File: src/rtl/updown_counter_param.sv
`default_nettype none
// ============================================================================
//  Module   : updown_counter_param
//  Brief    : WIDTH-bit up/down counter, modulo MAX_VAL+1, with enable, load,
//             wrap/saturate mode, terminal-count flag and registered wrap pulse.
//             Optional sticky overflow flag: UPDOWN_COUNTER_OVF_STICKY_EN.
//  Revision : 1.0 - initial release
// ============================================================================
module updown_counter_param #(
    parameter int              WIDTH    = 8,
    parameter longint unsigned MAX_VAL  = (64'd1 << WIDTH) - 64'd1,
    parameter int              SATURATE = 0
) (
    input  logic             clk,
    input  logic             reset,
    input  logic             en,
    input  logic             updown,
    input  logic             load,
    input  logic [WIDTH-1:0] load_val,
    output logic [WIDTH-1:0] count,
    output logic             tc,
    output logic             wrap
`ifdef UPDOWN_COUNTER_OVF_STICKY_EN
    ,
    input  logic             ovf_clr,
    output logic             ovf_sticky
`endif
);

    localparam logic [WIDTH-1:0] C_MAX = WIDTH'(MAX_VAL);
    localparam logic [WIDTH-1:0] C_ONE = WIDTH'(1);
    localparam bit               C_SAT = (SATURATE != 0);

    logic [WIDTH-1:0] count_q, count_d;
    logic             wrap_q, wrap_d;
    logic             w_at_max, w_at_zero, w_hit;

    assign w_at_max  = (count_q == C_MAX);
    assign w_at_zero = (count_q == '0);
    assign w_hit     = en & ~load & (updown ? w_at_max : w_at_zero);

    // Reset masks tc so it never announces a wrap that reset will suppress.
    assign tc    = ~reset & w_hit;
    assign count = count_q;
    assign wrap  = wrap_q;

    always_comb begin
        count_d = count_q;
        wrap_d  = 1'b0;
        if (load) begin
            count_d = (load_val > C_MAX) ? C_MAX : load_val;
        end else if (en) begin
            if (updown) begin
                if (w_at_max) begin
                    wrap_d = 1'b1;
                    if (!C_SAT) count_d = '0;
                end else begin
                    count_d = count_q + C_ONE;
                end
            end else begin
                if (w_at_zero) begin
                    wrap_d = 1'b1;
                    if (!C_SAT) count_d = C_MAX;
                end else begin
                    count_d = count_q - C_ONE;
                end
            end
        end
    end

    always_ff @(posedge clk) begin
        if (reset) begin
            count_q <= '0;
            wrap_q  <= 1'b0;
        end else begin
            count_q <= count_d;
            wrap_q  <= wrap_d;
        end
    end

`ifdef UPDOWN_COUNTER_OVF_STICKY_EN
    logic ovf_q, ovf_d;

    // A wrap registered on the same edge as a clear keeps the flag set.
    assign ovf_d      = wrap_d | (ovf_q & ~ovf_clr);
    assign ovf_sticky = ovf_q;

    always_ff @(posedge clk) begin
        if (reset) ovf_q <= 1'b0;
        else       ovf_q <= ovf_d;
    end
`endif

endmodule
`default_nettype wire

File: config.mk
export PLATFORM = sky130hd
export DESIGN_NAME = updown_counter_param
export DESIGN_NICKNAME = d
export VERILOG_FILES = /design/src/rtl/updown_counter_param.sv
export SDC_FILE = /design/constraint.sdc
export NUM_CORES = 1
export LEC_CHECK = 0
export CAP_MARGIN = 25
export CORE_MARGIN = 2
export CORE_UTILIZATION = 51
export CTS_BUF_LIST = sky130_fd_sc_hd__clkbuf_8 sky130_fd_sc_hd__clkbuf_16
export DETAILED_ROUTE_END_ITERATION = 8
export GPL_ROUTABILITY_DRIVEN = 0
export PLACE_DENSITY = 0.93
export SETUP_SLACK_MARGIN = 0.1
export SLEW_MARGIN = 20
export SYNTH_ARGS = -nofsm -noshare
export SYNTH_HDL_FRONTEND = slang
export SYNTH_SLANG_ARGS = --single-unit
File: constraint.sdc
create_clock -name clk -period 3.5 [get_ports clk]
set_input_delay 0.7 -clock clk [delete_from_list [all_inputs] [get_ports clk]]
set_output_delay 0.7 -clock clk [all_outputs]
set_load 0.01 [all_outputs]
### Word-level counts from Yosys, hierarchy flattened

Cells that the tools add are included.

| operators by class | value |
|---|---|
| $add $sub $neg | 2 |
| order comparisons | 1 |
| equal/unequal tests | 1 |
| mux-type cells | 10 |
| bitwise operators | 6 |
| reduce and logical (&&, ||, !) cells | 3 |

Operators with widths:

| kind | number |
|---|---|
| two-way mux 8 bit | 6 |
| adder 8 x 1 -> 8 bit, second input constant | 1 |
| equality test 8 bit, second input constant | 1 |
| greater-than comparator 8 bit, second input constant | 1 |
| logical NOT 8 bit | 1 |
| subtractor 8 x 1 -> 8 bit, second input constant | 1 |
| two-way mux 1 bit | 4 |
| bitwise AND 1 bit | 3 |
| NOT 1 bit | 3 |
| OR reduction 3 bit | 1 |
| nonzero test 2 bit | 1 |

| word-level totals | value |
|---|---|
| register bits after elaboration | 9 |
| output and inout port bits | 10 |

### Logic depth before layout (Yosys ltp)

| depth | value |
|---|---|
| depth after elaboration | 5 |
| mapped depth | 6 |
| depth with buffers taken out | 6 |

### Worst setup path after synthesis

OpenSTA, ideal clock, no wires.

| timing | value |
|---|---|
| path kind | register -> output |
| start | register count_q[0] (netlist: count[0]) |
| end | output port tc |
| data arrival time | 1631 ps |
| required time | 2800 ps |
| path slack | 1169 ps |
| cell stages (with the launch flop) | 5 |
| path buffers | 0 |
| cells stage by stage | dfxtp_1 -> ha_1 -> nand2_1 -> o31a_1 -> nor4_1 |

| on the way | value |
|---|---|
| word-level cells in the longest chain between the ends | 4 |

RTL lines:

| element | RTL line | text |
|---|---|---|
| start, declared | 34 | `logic [WIDTH-1:0] count_q, count_d;` |
| start signal, assigned | 76 | `count_q <= count_d;` |
| equality test 8 bit / logical NOT 8 bit (equally long branches) | 38, 39 |  |
| two-way mux 1 bit * | 40 | `assign w_hit = en & ~load & (updown ? w_at_max : w_at_zero);` |
| bitwise AND 1 bit * | 40 |  |
| bitwise AND 1 bit * | 43 | `assign tc = ~reset & w_hit;` |
| end, declared | 21 | `output logic tc,` |

Every way passes the cells marked *; elsewhere a longest branch is shown, timed or not.

### Worst setup path in the final report

Same ends and word-level chain as after synthesis.

==> out/results.md <==
| Group | Quantity | Reported |
| --- | --- | --- |
| clocking | Number of gates resized after cts | 0 |
| clocking | Clock sink count | 9 |
| floorplan | Height of the die | 44.9 µm |
| global route | First-pass GRT wire length | 4.31 mm |
| yosys | Net count after synthesis | 129 |
| clocking | Maximum level of the CTS H-tree | 1 |
| timing | Max-slew violations | 0 |
| yosys | Post-Synthesis Cell Area | 852 µm² |
| timing | Slew at the pin closest to its max-slew limit | 534 ps |
| detailed routing | Vias per cell | 7.00 |
| worst setup path | Worst reg2reg path endpoint | count[6] |
| min path | Cell depth of the worst min-delay path | 2 |
| finish | Number of antenna repair diodes | 0 |
| yosys | Area share of xor/xnor cells in the synthesized design | 3.08% |
| timing | Ratio of final minimum period to clock period | 89.8% |
| power | Proportion of power drawn by flip-flops and latches | 33.1% |
| yosys | Post-synthesis sequential area ratio | 21.1% |
| yosys | Top cells by area, synth | sky130_fd_sc_hd__dfxtp_1 21%, sky130_fd_sc_hd__nand3_1 4.7%, sky130_fd_sc_hd__ha_1 4.4%, sky130_fd_sc_hd__nor4_1 4.4%, sky130_fd_sc_hd__o21ai_0 4.1% |
| power | Logic pwr share | 36.3% |
| global route | Vias in the first global route | 952 |
| worst setup path | Kind of start point of the critical path | flip-flop |
| floorplan | Std-Cell Core Area | 0.00154 mm² |
| worst setup path | Worst r2r src | count[0] |
| global route | Total congestion overflow | 0 |
| worst setup path | FF-to-FF path depth | 6 |
| clocking | Clock Path Buffers | 2 |
| worst setup path | Worst reg2reg setup slack | 1480 ps |
| global route | Global routing usage summed across all routing layers | 28.3% |
| finish | Layout cells sized above 1 | 11.0% |
| clocking | Number of setup buffers added after CTS | 0 |
| finish | Most frequent standard cell in the layout excluding fill and tap cells | sky130_fd_sc_hd__clkdlybuf4s50_1 |
| finish | Number of fillers in the final layout | 127 |
| worst setup path | Maximum fanout encountered on the critical timing path | 9 |
| place | I/O Buffers | 22 |
| yosys | Synth top area share | 21.1% |
| timing | RSZ-0062 raised after global routing | false |
| power | Switching part of the total power | 34.2% |
| yosys | YS warnings | 0 |
| yosys | Share of cell area taken by muxes after synthesis | 2.35% |
| floorplan | Area of the die | 0.00201 mm² |
| worst setup path | Worst path cell trace | ha_1, nand2_1, o31a_1, nor4_1, clkdlybuf4s50_1 |
| timing | Slew headroom | 63.5% |
| detailed routing | Drt first pass iters | 5 |
| yosys | Synthesized-area fraction occupied by adder cells | 4.41% |
| worst setup path | Arrival @ worst endpoint | 2440 ps |
| clocking | Clock Tree Root | sky130_fd_sc_hd__clkbuf_8 |
| finish | Leading cell types in the layout, fill and taps excluded | 22 x sky130_fd_sc_hd__clkdlybuf4s50_1, 9 x sky130_fd_sc_hd__nand2_1, 9 x sky130_fd_sc_hd__dfxtp_1 |
| global route | Pin count of the biggest net entering global routing | 15 |
| detailed routing | Number of design-rule violations left by the first detailed-router iteration | 119 |
| clocking | Hold_buf cts | 0 |
| place | Placed Cells | 148 |
| clocking | Clock slew at the register clock pins of the worst setup and hold paths | 50 ps |
| global route | Antenna violations before repair | 0 |
| timing | Hold Violations, Final | 0 |
| yosys | Post-synthesis cell count | 113 |
| detailed routing | Routed wire per std cell | 17.6 µm |
| worst setup path | Category of the critical setup timing path | flip-flop to primary output |
| detailed routing | Remaining antenna violation count | 0 |
| clocking | Clock buffers created by TritonCTS | 3 |
| yosys | Dominant combinational cell family by area after synthesis | simple AND/OR/NAND/NOR gates |
| power | Peak supply drop | 0.237 mV |
| detailed routing | Number of vias after detailed routing | 1064 |
| yosys | Post-Syn Area per Cell | 7.54 µm² |
| yosys | Number of enable-type register cells in the synthesized netlist | 0 |
| yosys | Synthesized-area fraction occupied by and/or/nand/nor cells | 31.0% |
| timing | Final period demand of the worst path | 3140 ps |
| worst setup path | Buffers & Inverters on Critical Path | 1 |
| detailed routing | Total wire length | 2.67 mm |
| detailed routing | DRC Markers | 0 |
| power | Static power due to leakage | 0.416 nW |
| yosys | Flip-flop cell with the highest count after synthesis | sky130_fd_sc_hd__dfxtp_1 |
| floorplan | Placement Rows | 14 |
| floorplan | Horizontal extent of the die | 44.9 µm |
| timing | Setup TNS Final | 0 ps |
| power | Internal power | 0.000257 W |
| yosys | Share of the synthesized area in compound gates (AO/OA/AOI/OAI) | 28.9% |
| min path | Classification of the worst-slack hold path | flip-flop to flip-flop |
| yosys | Area leader, netlist | sky130_fd_sc_hd__dfxtp_1 |
| floorplan | Starting utilization of the core area | 55.3% |
| power | Total Power | 0.000390 W |
| job | Number of max-capacitance violations reported | 0 |
| status | Outcome | finished, final reports clean |
| yosys | Post-synth ARST share | 0% |
| min path | HP Start | count[6] |
| worst setup path | Max stage delay cell, worst path | sky130_fd_sc_hd__clkdlybuf4s50_1 |
| power | Switching pwr | 0.000133 W |
| power | Ratio of total power to cell area | 345 mW/mm² |
| clocking | Worst skew pair latency | 230 ps |
| timing | Number of setup violations in the final report | 0 |
| floorplan | I/O pin count | 23 |
| timing | Skew final | 2.19 ps |
| finish | Final nets | 153 |
| worst setup path | Required time of the worst setup path | 2800 ps |
| finish | Post-Layout Cell Count | 152 |
| yosys | Unique masters post-synth | 40 |
| finish | Area Growth Syn to Fin | 32.7% |
| clocking | TritonCTS clock tree | built |
| min path | Capture endpoint of the worst hold path | count[6] |
| worst setup path | Max incr delay on CP | 590 ps |
| worst setup path | Crit path capture type | primary output |
| yosys | Flip-flop and latch count after synthesis | 9 |
| timing | Maximum frequency from static timing analysis | 318 MHz |
| place | DP HPWL | 1.71 mm |
| power | Fraction of power consumed by the clock network | 30.6% |
| worst setup path | Family of cells with the greatest summed delay on the critical path | buffers and inverters |
-- worst max-delay path by stage --
stage | start | to | slack, ps | cells past startpoint
floorplan | count[0] | tc | 1170 | 4
global placement | updown | tc | 510 | 4
detailed placement | updown | tc | 430 | 4
CTS | count[0] | tc | 390 | 5
global route | count[0] | tc | 210 | 5
finish | count[0] | tc | 360 | 5
-- cell families (layout without fill, tap and decap cells) --
logic type / after synthesis / in the layout
buf+inv: 16 / 39
mux: 2 / 2
simple gates: 46 / 46
flops: 9 / 9
fa+ha+maj: 3 / 3
xor+xnor: 3 / 3
compound gates: 34 / 34
-- per-layer routing --
metal | GRT usage [%] | share of wire (%) | up-vias
met5 | 0 | 0 | -
met4 | 10.0 | 2.1 | 0
met3 | 5.20 | 15 | 13
met2 | 44.3 | 43 | 105
met1 | 38.9 | 40 | 469
li1 | - | - | 477
-- layout make-up --
cell class / instances / area, µm² / area share [%]
flip-flops and latches: 9 / 180 / 15.9
clock buffers: 3 / 41.3 / 3.65
repair buffers: 28 / 265 / 23.5
clock inverters: 1 / 3.75 / 0.332
inverters: 7 / 26.3 / 2.32
multi-input cells: 88 / 594 / 52.5
well taps: 16 / 20.0 / 1.77
-- tightest hold or removal path: cells and delay by family (launching register included) --
family,cells,cell delay [ps]
flops,1,380
compound gates,1,260
simple gates,1,70
-- registers in the layout (all words and copies together) (netlist names) --
register and count:
count 8, wrap 1
-- stage by stage --
stage / hold WS [ps] / area [µm²] / util (%) / setup WS [ps]
after floorplan: 701 / 852 / - / 1170
final: 769 / 1130 / 73.4 / 358
after detailed placement: 716 / 1090 / 70.5 / 435
after CTS: 735 / 1130 / 73.4 / 388
after global routing: 780 / 1130 / 73.4 / 210
after global placement: 706 / 1090 / 70.5 / 511
-- power by group through the flow --
stage	clock network [W]	registers (W)	logic (W)
final	0.000119	0.000129	0.000142
after global routing	0.000127	0.000130	0.000152
after CTS	0.000121	0.000128	0.000138
after detailed placement	0	0.000129	0.000134
after global placement	0	0.000129	0.000132
after floorplan	0	0.000127	0.0000871
-- Yosys cell counts, types with 2 or more instances --
library cell,n
sky130_fd_sc_hd__dfxtp_1,9
sky130_fd_sc_hd__nand2_1,9
sky130_fd_sc_hd__nand3_1,8
sky130_fd_sc_hd__inv_1,7
sky130_fd_sc_hd__o21ai_0,7
sky130_fd_sc_hd__a21oi_1,6
sky130_fd_sc_hd__nor3_1,6
sky130_fd_sc_hd__nor4_1,6
sky130_fd_sc_hd__buf_4,4
sky130_fd_sc_hd__a211oi_1,3
sky130_fd_sc_hd__clkbuf_1,3
sky130_fd_sc_hd__ha_1,3
sky130_fd_sc_hd__nor2_1,3
sky130_fd_sc_hd__o31a_1,3
sky130_fd_sc_hd__a2111oi_0,2
sky130_fd_sc_hd__a21o_1,2
sky130_fd_sc_hd__a31oi_1,2
sky130_fd_sc_hd__and3_1,2
sky130_fd_sc_hd__buf_2,2
sky130_fd_sc_hd__mux2i_1,2
sky130_fd_sc_hd__nand3b_1,2
sky130_fd_sc_hd__nor2_2,2
sky130_fd_sc_hd__or3_1,2
sky130_fd_sc_hd__xnor2_1,2
Note: power is estimated with default switching activity, not from simulation.
